**src/rtl/rtc_time_counter.sv**
```systemverilog
// Real-time hh:mm:ss counter stepped by rising edges of a 1 Hz tick, with a validated load port.
// Define RTC_TWELVE_HOUR_EN to present o_hour in 12-hour form with o_pm; the default build is 24-hour.
module rtc_time_counter #(
    parameter int INIT_HOUR = 0
) (
    input  logic       i_clk,
    input  logic       rst,
    input  logic       i_tick,
    input  logic       i_run,
    input  logic       i_set_valid,
    input  logic [4:0] i_set_hh,
    input  logic [5:0] i_set_mm,
    input  logic [5:0] i_set_ss,
    output logic [4:0] o_hour,
    output logic [5:0] o_min,
    output logic [5:0] o_sec,
    output logic       o_pm,
    output logic       o_sec_pulse,
    output logic       o_day_pulse,
    output logic       o_set_err
);

    localparam logic [4:0] INIT_HOUR_L = 5'(INIT_HOUR);

    // Returns {pm, displayed_hour} for an internal 0..23 hour.
    function automatic logic [5:0] disp_hour(input logic [4:0] h);
`ifdef RTC_TWELVE_HOUR_EN
        logic [4:0] hh;
        logic       pm;
        pm = (h >= 5'd12);
        if (h == 5'd0) begin
            hh = 5'd12;
        end else if (h <= 5'd12) begin
            hh = h;
        end else begin
            hh = h - 5'd12;
        end
        return {pm, hh};
`else
        return {1'b0, h};
`endif
    endfunction

    localparam logic [5:0] INIT_DISP = disp_hour(INIT_HOUR_L);

    logic       tick_q, tick_d;
    logic       seen_low_q, seen_low_d;
    logic [5:0] sec_q, sec_d;
    logic [5:0] min_q, min_d;
    logic [4:0] hour_q, hour_d;
    logic [4:0] hour_disp_q, hour_disp_d;
    logic       pm_q, pm_d;
    logic       sec_pulse_q, sec_pulse_d;
    logic       day_pulse_q, day_pulse_d;
    logic       set_err_q, set_err_d;
    logic       rise;
    logic       set_ok;

    always_comb begin
        tick_d      = i_tick;
        // A rise only counts once i_tick has been seen low, so a tick already high at reset is ignored.
        seen_low_d  = seen_low_q | ~i_tick;
        rise        = i_tick & ~tick_q & seen_low_q;
        set_ok      = (i_set_hh <= 5'd23) && (i_set_mm <= 6'd59) && (i_set_ss <= 6'd59);
        sec_d       = sec_q;
        min_d       = min_q;
        hour_d      = hour_q;
        sec_pulse_d = 1'b0;
        day_pulse_d = 1'b0;
        set_err_d   = 1'b0;

        if (i_set_valid) begin
            if (set_ok) begin
                sec_d  = i_set_ss;
                min_d  = i_set_mm;
                hour_d = i_set_hh;
            end else begin
                set_err_d = 1'b1;
            end
        end else if (rise && i_run) begin
            sec_pulse_d = 1'b1;
            if (sec_q == 6'd59) begin
                sec_d = 6'd0;
                if (min_q == 6'd59) begin
                    min_d = 6'd0;
                    if (hour_q == 5'd23) begin
                        hour_d      = 5'd0;
                        day_pulse_d = 1'b1;
                    end else begin
                        hour_d = hour_q + 5'd1;
                    end
                end else begin
                    min_d = min_q + 6'd1;
                end
            end else begin
                sec_d = sec_q + 6'd1;
            end
        end

        {pm_d, hour_disp_d} = disp_hour(hour_d);
    end

    always_ff @(posedge i_clk) begin
        if (!rst) begin
            tick_q      <= 1'b0;
            seen_low_q  <= ~i_tick;
            sec_q       <= 6'd0;
            min_q       <= 6'd0;
            hour_q      <= INIT_HOUR_L;
            hour_disp_q <= INIT_DISP[4:0];
            pm_q        <= INIT_DISP[5];
            sec_pulse_q <= 1'b0;
            day_pulse_q <= 1'b0;
            set_err_q   <= 1'b0;
        end else begin
            tick_q      <= tick_d;
            seen_low_q  <= seen_low_d;
            sec_q       <= sec_d;
            min_q       <= min_d;
            hour_q      <= hour_d;
            hour_disp_q <= hour_disp_d;
            pm_q        <= pm_d;
            sec_pulse_q <= sec_pulse_d;
            day_pulse_q <= day_pulse_d;
            set_err_q   <= set_err_d;
        end
    end

    assign o_hour      = hour_disp_q;
    assign o_min       = min_q;
    assign o_sec       = sec_q;
    assign o_pm        = pm_q;
    assign o_sec_pulse = sec_pulse_q;
    assign o_day_pulse = day_pulse_q;
    assign o_set_err   = set_err_q;

endmodule

```
**config.mk**
```make
export PLATFORM = sky130hd
export DESIGN_NAME = rtc_time_counter
export DESIGN_NICKNAME = d
export VERILOG_FILES = /design/src/rtl/rtc_time_counter.sv
export SDC_FILE = /design/constraint.sdc
export NUM_CORES = 1
export LEC_CHECK = 0
export BUFFER_PORTS_ARGS = -buffer_cell sky130_fd_sc_hd__buf_4
export CAP_MARGIN = 20
export CORE_MARGIN = 5
export CORE_UTILIZATION = 50
export DETAILED_ROUTE_END_ITERATION = 16
export PLACE_DENSITY = 0.9
export REMOVE_ABC_BUFFERS = 1
export SLEW_MARGIN = 20
export SYNTH_ARGS = -nofsm -noshare
export SYNTH_HDL_FRONTEND = slang
export SYNTH_SLANG_ARGS = --single-unit
```
**constraint.sdc**
```tcl
create_clock -name i_clk -period 2.6 [get_ports i_clk]
set_clock_uncertainty 0.1 [all_clocks]
set_input_delay 0.13 -clock i_clk [delete_from_list [all_inputs] [get_ports i_clk]]
set_output_delay 0.13 -clock i_clk [all_outputs]
set_load 0.005 [all_outputs]
```
Yosys cells after proc, flatten, opt, wreduce, memory -nomap -nowiden
Cells that the tools add are included.

Input port bits: 22. Output and inout bits: 21. Word-level logic and storage cells: 58. Register bits after elaboration: 22.

Equality and inequality tests: 4. Bitwise gates (word level): 9. $add $sub $neg: 3. Multiplexer cells: 19. Reduce and logical (&&, ||, !) cells: 12. $lt $le $gt $ge: 3.

Operators by type and width (number): $mux 6 (9); $mux 5 (6); $add 6x1->6 const B (2); $eq 6x6->1 const B (2); $le 6x6->1 const B (2); $not 1->1 (6); $reduce_bool 2->1 (3); $add 5x1->5 const B (1); $eq 5x5->1 const B (1); $le 5x5->1 const B (1); $reduce_or 5->1 (1); $mux 1 (4); $reduce_and 2->1 (2); $reduce_and 4->1 (1); $logic_and 1x1->1 (3); $reduce_and 3->1 (1); $and 1x1->1 (2); $ne 2x1->1 const B (1); $reduce_or 2->1 (1); $or 1x1->1 (1).

Depth between registers and ports, before layout
Gate-level depths: netlist of run 1.

Depth after elaboration: 6. Mapped depth: 7. Gate-level depth less buffers: 6.

Least setup slack after synthesis of run 1
Ideal clock, no wire load.

Path type: register -> register. Start point: register min_q[0] (netlist: o_min[0]). End point: register min_q[2] (netlist: o_min[2]). Setup time: 0.115 ns. Cell stages (with the launch flop): 7. Setup slack: 0.832 ns. Clock period less this slack: 1.768 ns. Path buffers: 0. Data required time: 2.385 ns. Data arrival time: 1.552 ns. Path through: dfxtp_1 ha_1 nor2b_2 a41oi_2 a22o_1 and3_1 a31o_1.

Word-level cells in the longest chain between the ends: 5. Elaborated cells between the ends (all ways): 6. Classes of those cells: add/sub: 1; eq/ne: 1; mux: 4.

RTL lines: start: declaration (RTL line 49) `logic [5:0] min_q, min_d;`; start signal: assignment (RTL line 119) `min_q <= min_d;`; $add 6x1->6 or $eq 6x6->1 (tied branches) (RTL line 93, 84); $mux 6 (*) (RTL line 84) `if (min_q == 6'd59) begin`; $mux 6 (*) (RTL line 82) `if (sec_q == 6'd59) begin`; $mux 6 (*) (RTL line 80) `end else if (rise && i_run) begin`; $mux 6 (*) (RTL line 72) `if (i_set_valid) begin`.

Every way passes the cells marked *; elsewhere a longest branch is shown, timed or not. The select of a mux whose other input is x is not followed. A chain may end at the register's enable or synchronous reset.

Worst setup path after layout of run 1
Ends and elaborated chain as after synthesis.

==> out/summary.txt, run 1 <==
Syn-to-layout area delta: 27.0%
Initial antenna violation count: 0
Mapped cell area: 1270 um^2
DIE AREA: 3650 um^2
Drt total wl: 3300 um
Hpwl dp: 2490 um
DR DRC count: 0
Clk slew on worst S/H paths: 0.12 ns
Pwr Density: 429 nW/um^2
Predominant post-synthesis flop cell: dfxtp_1
Seq cells post-synth: 22
Most frequent cells in the layout: buf_4, nand2_1, dfxtp_1, nor2_1, nand3_1
Sequential share of the synthesized area: 34.7%
Endpoints failing hold: 0
Distinct cells, synth: 45
Setup crit end kind: flop
CTS tree: yes
Final GP Congestion: 0.872
Max Slew Vio Count: 0
Worst skew pair latency: 0.31 ns
Max Fclk: 512 MHz
Initial DRC Count: 81
Die Wd: 60.4 um
Maximum vdd drop: 0.381 mV
NumNets Final: 223
Dpl cell area: 1580 um^2
Period utilization: 75.1%
Number of nets with antenna violations after routing: 0
Setup WS pre-CTS: 0.673 ns
Die height: 60.4 um
Htree depth: 1
Initial Util: 51.7%
Setup-failing EPs final: 0
Async SR Flop Fraction: 0%
All-Layer GR Usage: 19.7%
Max cap viols: 0
RSZ-0062 raised after global routing: no
Share of layout cells above drive strength 1: 25.5%
CP arrival: 2.07 ns
Max clock buf depth: 2
Vias: 1326
Post-route minimum period: 1.95 ns
Number of diodes: 0
Crit-path max FO: 6
Vias per std cell: 5.87
Total Neg Setup Slack: 0 ns
Final Cell Area: 1610 um^2
Grt ovf: 0
Post-cts sizing count: 0
Yosys warns: 0
Critical path data required time: 2.72 ns
Post-synth EDFFs: 0
Vias in the first global route: 1244
Final core utilization: 65.7%
Synth Instances: 158
Most common cell after layout, fill and taps aside: buf_4
Syn_area_per_cell: 8.04 um^2
Root buffer cell: clkbuf_4
Status: finished clean
Hold/Removal Path Class: input port to flop
Pwr Total: 0.693 mW
Pre-Repair DR Iteration Count: 4
Clock sink count: 22
Critical path type: flop to flop
Post-route setup slack: 0.647 ns
First-pass GRT wire length: 5540 um
Total CTS buffers: 3
Leak pwr: 0.714 nW
Cell Rows: 18
Boundary pin count: 43
Worst setup SP type: flop
Largest net degree at the start of global routing: 33
Average wire per standard cell: 14.6 um
IO buf count: 41
Core area: 2450 um^2
[metal layers]
metal | global-route usage (%) | up-vias | wire length, um
met5 | 0 | - | 0
met4 | 7.28 | 0 | 40
met3 | 3.83 | 6 | 220
met2 | 32.1 | 42 | 1560
met1 | 25.9 | 612 | 1480
li1 | - | 666 | -
[cell usage after synthesis (2+ instances only)]
cell / instances / area (um^2)
a211oi_1: 3 / 22.5
a21oi_1: 8 / 40.0
a22o_1: 2 / 17.5
a22oi_1: 3 / 22.5
a311oi_1: 3 / 26.3
a31oi_1: 2 / 12.5
and2_1: 3 / 18.8
and3_1: 3 / 18.8
and4b_1: 2 / 20.0
buf_4: 2 / 15.0
clkbuf_1: 4 / 15.0
dfxtp_1: 22 / 440
ha_1: 3 / 37.5
inv_1: 3 / 11.3
mux2i_1: 3 / 30.0
nand2_1: 22 / 82.6
nand3_1: 9 / 45.0
nand3b_1: 3 / 22.5
nand4_1: 4 / 25.0
nor2_1: 15 / 56.3
nor2b_1: 2 / 12.5
nor3_1: 2 / 10.0
o211ai_1: 2 / 15.0
o21ai_0: 6 / 30.0
o21ai_1: 6 / 30.0
xnor2_1: 2 / 17.5
[critical path, cell delays in order (launching register included)]
cell	delay, ns
dfxtp_1	0.42
ha_1	0.21
nor2b_2	0.24
a41oi_2	0.27
a22o_1	0.28
and3_1	0.17
a31o_1	0.18
[per-stage QoR]
step                hold WS, ns  std cells
floorplan                0.0919        151
global placement          0.238        222
detailed placement        0.246        222
CTS                     0.00529        226
global route            0.00709        226
finish                  0.00285        226
[worst paths after layout]
| kind | start | endpoint | slack (ns) | cells after the start |
|---|---|---|---|---|
| hold / removal | i_set_ss[1] | o_sec[1]$_SDFFE_PN0P_ | 0.003 | 3 |
| setup / recovery | o_min[0]$_SDFFE_PN0P_ | o_min[2]$_SDFFE_PN0P_ | 0.65 | 6 |
| setup reg to reg | o_min[0]$_SDFFE_PN0P_ | o_min[2]$_SDFFE_PN0P_ | 0.65 | 6 |
| hold reg to reg | seen_low_q$_DFF_P_ | seen_low_q$_DFF_P_ | 0.36 | 2 |
[registers in the layout (all words and copies together) (netlist names)]
signal / flops
o_min: 6
o_sec: 6
o_hour: 5
o_day_pulse: 1
o_sec_pulse: 1
o_set_err: 1
seen_low_q: 1
tick_q: 1
[area by class of cell]
type | count | area (um^2)
Sequential cell | 22 | 440
Timing Repair Buffer | 42 | 318
Inverter | 4 | 15.0
Fill cell | 212 | 842
Tap cell | 30 | 37.5
Multi-Input combinational cell | 125 | 779
Clock buffer | 3 | 22.5
[logic make-up after synthesis]
family                     Yosys count  share of synthesized area [%]
and+or+nand+nor                     72                           30.0
AOI/OAI and AO/OA                   44                           24.4
DFF                                 22                           34.7
buffers and inverters               11                           3.94
adders and majority gates            3                           2.96
muxes                                3                           2.36
xor gates and xnor gates             2                           1.38
other                                1                          0.295
[power by group]
| part | switching (mW) | leakage [nW] | total (mW) | internal [mW] |
|---|---|---|---|---|
| Sequential | 0.0254 | 0.181 | 0.382 | 0.357 |
| Clock | 0.104 | 0.0138 | 0.158 | 0.0542 |
| Combinational | 0.0718 | 0.520 | 0.152 | 0.0800 |
| Total | 0.201 | 0.714 | 0.693 | 0.491 |
[what timing repair did]
action                    4_1_cts  5_1_grt
hold buffers                    1        0
setup buffers                   0        0
hold endpoints to repair        2        0
(Power assumes the default switching activity.)
==> inputs of run 2 (changes only) <==
--- a/config.mk
+++ b/config.mk
@@ -8,9 +8,9 @@
 export BUFFER_PORTS_ARGS = -buffer_cell sky130_fd_sc_hd__buf_4
 export CAP_MARGIN = 20
 export CORE_MARGIN = 5
-export CORE_UTILIZATION = 50
+export CORE_UTILIZATION = 44
 export DETAILED_ROUTE_END_ITERATION = 16
-export PLACE_DENSITY = 0.9
+export PLACE_DENSITY = 0.85
 export REMOVE_ABC_BUFFERS = 1
 export SLEW_MARGIN = 20
 export SYNTH_ARGS = -nofsm -noshare
==> constraint.sdc (replaced) <==
create_clock -name i_clk -period 1.65 [get_ports i_clk]
set_clock_uncertainty 0.1 [all_clocks]
set_input_delay 0.0825 -clock i_clk [delete_from_list [all_inputs] [get_ports i_clk]]
set_output_delay 0.0825 -clock i_clk [all_outputs]
set_load 0.005 [all_outputs]
==> run 2 against run 1 <==
  * Total power up 98%
  * Core utilization up 8.2 points
  * Fmax up 21%
  * Via count up 15%
  * Clock power rose to 2.7 times the previous value
  * Combinational power up 140%
  * Hold slack worse by 0.0024 ns
  * Largest power group unchanged
  * Sequential cell count unchanged
  * Largest cell class unchanged
==> out/summary.txt, run 2 (synthesis results as in run 1) <==
Vias in the first global route: 1400
Initial DRC Count: 63
Average wire per standard cell: 15.1 um
Cell Rows: 19
CTS tree: yes
Final core utilization: 73.9%
Max clock buf depth: 2
Initial Util: 46.1%
Hold endpoint: o_sec[0]$_SDFFE_PN0P_
Largest net degree at the start of global routing: 18
Setup WS pre-CTS: -0.0982 ns
Fillers: 208
Htree depth: 1
Leak pwr: 0.926 nW
Pre-Repair DR Iteration Count: 4
Multi-input gate area: 843 um^2
Cell Chain, Critical Path: ha_1, nor2b_4, nand4_4, a21oi_4, nor2_1, a211oi_1
Core area: 2760 um^2
Critical path data required time: 1.79 ns
DIE AREA: 4060 um^2
Die Wd: 63.7 um
Number of nets with antenna violations after routing: 0
Setup-failing EPs final: 0
Maximum vdd drop: 0.749 mV
Hold path start: i_set_ss[0]
Max Fclk: 619 MHz
Worst hold path depth: 3
Worst reg2reg setup slack: 0.04 ns
Drt total wl: 4050 um
Number of diodes: 0
First-pass GRT wire length: 6360 um
Die height: 63.7 um
IO buf count: 41
Vias per std cell: 5.69
Total CTS buffers: 3
Placed cells: 252
Status: finished clean
Share of layout cells above drive strength 1: 39.7%
Setup crit end kind: flop
Most common cell after layout, fill and taps aside: buf_4
Clock sink count: 22
Hpwl dp: 2900 um
Vias: 1524
Post-route setup slack: 0.0351 ns
Final GP Congestion: 0.856
NumNets Final: 263
RSZ-0062 raised after global routing: yes
Post-route minimum period: 1.61 ns
Endpoints failing hold: 0
Reg2reg path depth: 6
Boundary pin count: 43
Grt ovf: 0
CP max stage delay: 0.35 ns
FF-to-FF End: o_hour[0]$_SDFFE_PN0P_
Most frequent cells in the layout: buf_4, nand2_1, dfxtp_1, nor2_1
Initial antenna violation count: 0
Slowest-stage cell, CP: dfxtp_2
Syn-to-layout area delta: 60.4%
Period utilization: 97.9%
CP arrival: 1.75 ns
Reg-to-Reg Start: o_sec[0]$_SDFFE_PN0P_
Seq. cell area: 445 um^2
Crit-path max FO: 7
Worst setup SP type: flop
Root buffer cell: clkbuf_4
Worst skew pair latency: 0.32 ns
Max Slew Vio Count: 0
Pwr Density: 674 nW/um^2
Critical path type: flop to flop
Top delay family on crit path: compound AO/OA/AOI/OAI gates
All-Layer GR Usage: 18.5%
Clk slew on worst S/H paths: 0.13 ns
Hold/Removal Path Class: input port to flop
Max cap viols: 0
DR DRC count: 0
Non-Filler Instances: 268
Crit path buf inv count: 0
-- run 2: worst min-delay path, cell delays in order --
cell and delay [ns]:
buf_4 0.08, a222oi_1 0.08, nor3_1 0.14
-- run 2: per-stage QoR --
stage / power [mW] / cell area (um^2) / hold WS [ns] / TNS (ns)
floorplan: 0.721 / 1230 / 0.0444 / -0.245
global placement: 0.908 / 1800 / 0.199 / -0.0214
detailed placement: 0.913 / 1800 / 0.204 / -0.294
CTS: 1.35 / 1960 / 0.0136 / 0
global route: 1.44 / 2040 / 0.0348 / -0.316
finish: 1.37 / 2040 / 0.000405 / 0
-- run 2: report_power, final --
group | leakage, nW | total (mW) | switching, mW | internal, mW
Sequential | 0.182 | 0.588 | 0.0237 | 0.564
Combinational | 0.717 | 0.363 | 0.162 | 0.201
Clock | 0.0279 | 0.421 | 0.175 | 0.246
Total | 0.926 | 1.37 | 0.361 | 1.01
-- run 2: worst max-delay path by stage --
stage | endpoint | cells after the start | from
2_1_floorplan | o_min[2]$_SDFFE_PN0P_ | 6 | o_min[0]$_SDFFE_PN0P_
3_3_place_gp | o_min[2]$_SDFFE_PN0P_ | 6 | o_min[0]$_SDFFE_PN0P_
3_5_place_dp | o_min[1]$_SDFFE_PN0P_ | 7 | o_sec[0]$_SDFFE_PN0P_
4_1_cts | o_min[1]$_SDFFE_PN0P_ | 7 | o_sec[0]$_SDFFE_PN0P_
5_1_grt | o_hour[0]$_SDFFE_PN0P_ | 6 | o_sec[0]$_SDFFE_PN0P_
6_report | o_hour[0]$_SDFFE_PN0P_ | 6 | o_sec[0]$_SDFFE_PN0P_
-- run 2: area by class of cell --
class                           count  share of cell area (%)
Clock buffer                        3                    1.11
Sequential cell                    22                    21.9
Inverter                            4                   0.737
Clock inverter                      1                    1.47
Timing Repair Buffer               82                    31.5
Tap cell                           31                    1.90
Multi-Input combinational cell    125                    41.4
-- run 2: metal layers --
| layer | global-route usage (%) | vias up | share of wire [%] |
|---|---|---|---|
| li1 | - | 740 | - |
| met1 | 24.5 | 716 | 42 |
| met2 | 30.8 | 59 | 48 |
| met3 | 4.44 | 9 | 8.3 |
| met4 | 3.12 | 0 | 1.5 |
| met5 | 0 | - | 0 |
-- run 2: repair_timing --
action,in CTS,in global routing
resized for setup,5,12
endpoints found under the hold margin,11,0
endpoints found under the setup margin,9,15
hold buffers,9,0
setup buffers,0,3
pin swaps,2,6
